[src/rtl/my_bus_slave.sv]
// Register-file bus slave: single and burst reads/writes over a DEPTH-word window
// starting at BASE_ADDR, with clear, error reporting and burst abort on sel drop.
module my_bus_slave #(
  parameter int                ADDR_W    = 8,
  parameter int                DATA_W    = 8,
  parameter int                DEPTH     = 16,
  parameter logic [ADDR_W-1:0] BASE_ADDR = 8'h10,
  parameter int                BURST_LEN = 4
) (
  input  logic              clk,
  input  logic              rst,
  input  logic              sel,
  input  logic [2:0]        mode,
  input  logic [ADDR_W-1:0] addr,
  input  logic [DATA_W-1:0] data,
  output logic [DATA_W-1:0] rdata,
  output logic              rvalid,
  output logic              ack,
  output logic              err,
  output logic              busy
);

  localparam int IW = $clog2(DEPTH);
  localparam int CW = $clog2(BURST_LEN);
  localparam logic [ADDR_W:0] LIMIT = (ADDR_W+1)'(BASE_ADDR) + (ADDR_W+1)'(DEPTH);
  localparam logic [CW-1:0]   LAST  = CW'(BURST_LEN - 1);

  localparam logic [2:0] M_NOP = 3'b000;
  localparam logic [2:0] M_WR  = 3'b001;
  localparam logic [2:0] M_RD  = 3'b010;
  localparam logic [2:0] M_BWR = 3'b011;
  localparam logic [2:0] M_BRD = 3'b100;
  localparam logic [2:0] M_CLR = 3'b101;

  typedef enum logic [1:0] {IDLE, BWR, BRD} state_t;

  state_t            state, state_nx;
  logic [DATA_W-1:0] mem [DEPTH];
  logic [IW-1:0]     ptr, ptr_nx;
  logic [CW-1:0]     beat, beat_nx;

  logic              in_range;
  logic [IW-1:0]     idx;
  logic              we, re, clr, ack_nx, err_nx;
  logic [IW-1:0]     wa, ra;

  assign in_range = ({1'b0, addr} >= {1'b0, BASE_ADDR}) && ({1'b0, addr} < LIMIT);
  assign idx      = IW'(addr - BASE_ADDR);
  assign busy     = (state != IDLE);

  always_comb begin
    state_nx = state;
    ptr_nx   = ptr;
    beat_nx  = beat;
    we       = 1'b0;
    re       = 1'b0;
    clr      = 1'b0;
    wa       = ptr;
    ra       = ptr;
    ack_nx   = 1'b0;
    err_nx   = 1'b0;
    case (state)
      IDLE: begin
        if (sel) begin
          case (mode)
            M_NOP: ;
            M_CLR: begin
              clr    = 1'b1;
              ack_nx = 1'b1;
            end
            M_WR, M_RD, M_BWR, M_BRD: begin
              if (!in_range) begin
                err_nx = 1'b1;
              end else begin
                // Command cycle carries beat 0; bursts continue from idx+1.
                wa      = idx;
                ra      = idx;
                ptr_nx  = idx + IW'(1);
                beat_nx = CW'(1);
                case (mode)
                  M_WR:  begin we = 1'b1; ack_nx = 1'b1; end
                  M_RD:  re = 1'b1;
                  M_BWR: begin we = 1'b1; ack_nx = 1'b1; state_nx = BWR; end
                  default: begin re = 1'b1; state_nx = BRD; end
                endcase
              end
            end
            default: err_nx = 1'b1;
          endcase
        end
      end
      default: begin
        if (!sel) begin
          err_nx   = 1'b1;
          state_nx = IDLE;
        end else begin
          if (state == BWR) begin
            we     = 1'b1;
            ack_nx = 1'b1;
          end else begin
            re = 1'b1;
          end
          ptr_nx = ptr + IW'(1);
          if (beat == LAST) state_nx = IDLE;
          else              beat_nx  = beat + CW'(1);
        end
      end
    endcase
  end

  always_ff @(posedge clk or negedge rst) begin
    if (!rst) begin
      state  <= IDLE;
      ptr    <= '0;
      beat   <= '0;
      rdata  <= '0;
      rvalid <= 1'b0;
      ack    <= 1'b0;
      err    <= 1'b0;
      for (int i = 0; i < DEPTH; i++) mem[i] <= '0;
    end else begin
      state  <= state_nx;
      ptr    <= ptr_nx;
      beat   <= beat_nx;
      rvalid <= re;
      ack    <= ack_nx;
      err    <= err_nx;
      if (re) rdata <= mem[ra];
      if (clr) begin
        for (int i = 0; i < DEPTH; i++) mem[i] <= '0;
      end else if (we) begin
        mem[wa] <= data;
      end
    end
  end

endmodule

[config.mk]
export PLATFORM = sky130hd
export DESIGN_NAME = my_bus_slave
export DESIGN_NICKNAME = d
export VERILOG_FILES = /design/src/rtl/my_bus_slave.sv
export SDC_FILE = /design/constraint.sdc
export NUM_CORES = 1
export LEC_CHECK = 0
export ABC_AREA = 0
export BUFFER_PORTS_ARGS = -buffer_cell sky130_fd_sc_hd__buf_2
export CORE_MARGIN = 2
export CORE_UTILIZATION = 45
export DETAILED_ROUTE_END_ITERATION = 8
export GPL_ROUTABILITY_DRIVEN = 0
export GPL_TIMING_DRIVEN = 0
export PLACE_DENSITY = 0.6
export SYNTH_ARGS = -nofsm -noshare
export SYNTH_HDL_FRONTEND = slang
export SYNTH_SLANG_ARGS = --single-unit
[constraint.sdc]
create_clock -name clk -period 5.8 [get_ports clk]
set_clock_uncertainty 0.1 [all_clocks]
set_input_delay 1.16 -clock clk [delete_from_list [all_inputs] [get_ports clk]]
set_output_delay 1.16 -clock clk [all_outputs]
set_load 0.05 [all_outputs]
==> key figures <==
Outcome
  • Status: finished clean

Place
  • Post-DP HPWL: 19.1 mm
  • Cell Area, Placed: 9110 um2
  • Pre-CTS setup slack: 1.89 ns
  • I/O Buffers: 30

Worst setup path
  • Worst Reg-to-Reg Cells: 7
  • CP Launch Type: input port
  • Slowest stage cell on the critical path: clkbuf_1
  • Worst Path Max Fanout: 10
  • RR Startpoint: ptr[0]
  • Crit. End Element: flop
  • CP cell instances: clkbuf_1 -> clkbuf_1 -> mux4_2 -> a22oi_1 -> a31oi_1 -> a21oi_1 -> a21oi_1
  • Reg-to-reg setup timing slack: 2.47 ns
  • R2R Path End: rdata[6]
  • Worst path required time: 5.99 ns
  • CP Class: in2reg
  • Critical path arrival: 3.83 ns
  • Largest stage delay on the critical path: 0.74 ns

Synthesis
  • Largest family of logic cells by synthesized area: multiplexers
  • Post-synthesis compound-gate area fraction: 8.13%
  • Post-Synth XOR/XNOR Area: 0%
  • Mapped Nets: 786
  • Post-synth EDFFs: 0
  • Post-Synth Adder-Cell Area: 0.290%
  • Area contributors post-synth: dfrtp_1, mux4_2, mux2i_1
  • Ys flop type: dfrtp_1
  • Yosys Warn Count: 0
  • Post-Syn Area: 8640 um2
  • Post-synthesis sequential area ratio: 42.6%
  • Post-synthesis mux area share: 32.8%
  • Synthesis-stage register bit count: 147
  • Syn Inst Count: 762
  • Yosys top cell area share: 42.6%
  • Syn avg cell area: 11.3 um2
  • Post-Synth Simple-Gate Area: 12.6%
  • Ys async rst share: 100%
  • Synth area leader: dfrtp_1
  • Distinct cells, synth: 51

Layout
  • Fillers: 1645
  • Post-Layout Inst Area: 9730 um2
  • Area grow syn2layout: 12.7%
  • Diode count: 0
  • Most common cell after layout, fill and taps aside: dfrtp_1
  • Final core occ: 51.9%
  • Area of the multi-input gates: 4650 um2
  • Layout cell share with drive strength beyond 1: 20.8%
  • Number of nets in the layout: 836
  • Commonest non-fill, non-tap cells in the layout: dfrtp_1, nand2_1, mux2i_1
  • Sequential Area: 3680 um2

CTS
  • Post CTS Setup Buffer Count: 0
  • CTS buffer count: 17
  • # clock sinks: 147
  • Clk pin slew, worst setup/hold paths: 0.06 ns
  • Post-CTS sizing: 0
  • Clock root cell: clkbuf_16
  • Clock Tree Buf Depth: 2
  • H-tree Lvls: 4
  • CTS tree: yes
  • # hold bufs at CTS: 0
  • Clk_lat worst skew: 0.44 ns

Pwr
  • Psw: 0.000877 W
  • Switch share: 31.2%
  • Int Pwr: 0.00193 W
  • Clock power share: 41.5%
  • Comb pwr share: 19.6%
  • Pwr per Cell Area: 288 nW/um2
  • Sequential share of power: 38.9%
  • Max VDD drop: 0.000188 V
  • Leak pwr: 4.59 nW

Worst hold path
  • HP Class: reg2reg
  • Min-Delay Path Depth: 1
  • Worst min-delay path startpoint: beat[0]
  • Hold endpoint: beat[0]

STA
  • Setup-failing EPs final: 0
  • Slew headroom: 19.8%
  • Period utilisation layout: 62.6%
  • Final hold slack: 0.404 ns
  • TNS Setup: 0 ns
  • Final Hold Fails: 0
  • Min Tclk post-route: 3.63 ns
  • Tightest Pin Transition: 1.20 ns
  • Fmax: 0.275 GHz
  • RSZ-0062 raised after global routing: false
  • Setup slack after layout: 2.17 ns
  • Slew Viols, Final: 0

Route
  • Antenna viol nets, final: 0
  • Vias: 6903
  • Post-route DRC: 0
  • Routed wire length: 27.3 mm
  • Wirelength per Cell: 25.7 um
  • Initial drt markers: 814
  • Via density: 6.52
  • First-pass DRT Iterations: 5

GRT
  • GR Overflow Total: 0
  • Vias in the first global route: 7126
  • Antenna violations before repair: 0
  • Gr usage total: 28.2%
  • Largest net degree at the start of global routing: 88
  • First-pass GRT wire length: 42.1 mm

Die
  • Die width: 143 um
  • Total I/O pin count: 34
  • Row count: 50
  • Die ar.: 20300 um2
  • Die Height: 143 um
  • Core box area: 18800 um2
  • Initial Util: 46.0%

Run
  • Max_cap viols: 0
routing by layer:
layer	wire length (um)	up-vias	global-route usage, %
met4	962	0	11.4
met2	12800	370	43.9
met5	0	-	0
li1	-	2924	-
met3	2340	69	7.07
met1	11200	3540	38.2
critical path: cells and delay by family:
kind                   cells  cell delay [ns]
AOI/OAI and AO/OA          4             0.95
buffers and inverters      2             1.27
muxes                      1             0.44
kinds of logic (layout without fill, tap and decap cells):
family / Yosys count / count (layout)
and+or+nand+nor: 231 / 231
muxes: 193 / 193
DFF: 147 / 147
AOI/OAI and AO/OA: 116 / 116
buffers and inverters: 73 / 136
adders and majority gates: 2 / 2
how the worst max path moves through the flow:
| stage | to | from | depth (start not counted) |
|---|---|---|---|
| after floorplan | mem[81] | addr[6] | 7 |
| after CTS | rdata[6] | addr[0] | 7 |
| final | rdata[6] | addr[0] | 7 |
| after global routing | rdata[6] | addr[0] | 7 |
| after global placement | mem[109] | rst | 1 |
| after detailed placement | rdata[6] | addr[0] | 7 |
through the flow:
step | total power [W] | cells
finish | 0.00281 | 1059
global route | 0.00290 | 1059
CTS | 0.00281 | 1059
detailed placement | 0.00165 | 1027
global placement | 0.00164 | 1026
floorplan | 0.00147 | 762
area by class of cell:
| type | count | area share, % |
|---|---|---|
| tap | 234 | 3.01 |
| clock buffer | 18 | 4.51 |
| sequential | 147 | 37.8 |
| clock inverter | 14 | 1.84 |
| timing repair buffer | 31 | 1.89 |
| inverter | 12 | 0.463 |
| multi-input combinational | 542 | 47.7 |
| buffer | 61 | 2.75 |
cells in the mapped netlist, types with 2 or more instances:
library cell    n
a21oi_1        39
a22o_1          2
a22oi_1        21
a31oi_1         9
a32o_1          3
buf_1          14
buf_2           4
buf_6           3
clkbuf_1       39
clkinv_1        2
dfrtp_1       147
ha_1            2
inv_1           9
mux2_2          9
mux2_4          3
mux2i_1       111
mux2i_4         7
mux4_2         63
nand2_1       134
nand2_2         2
nand2b_1        4
nand3_1        38
nand3_2        10
nand4_1         2
nor2_1         18
nor2b_1         7
nor3_1          4
nor3b_1         2
nor4_1          2
o21ai_0        29
o22ai_1         2
or3b_2          2
power groups by stage:
stage / clock network, W / logic [W] / registers [W]
after floorplan: 0 / 0.000296 / 0.00117
after global placement: 0 / 0.000529 / 0.00111
after detailed placement: 0 / 0.000539 / 0.00111
after CTS: 0.00117 / 0.000542 / 0.00109
after global routing: 0.00122 / 0.000579 / 0.00110
final: 0.00116 / 0.000550 / 0.00109
flip-flops by register name, summed over array words and instances, names as in the netlist:
signal / cells
mem: 128
err: 1
ack: 1
beat: 2
state: 2
ptr: 4
rdata: 8
rvalid: 1
No activity file was read; power rests on OpenSTA's default activity.
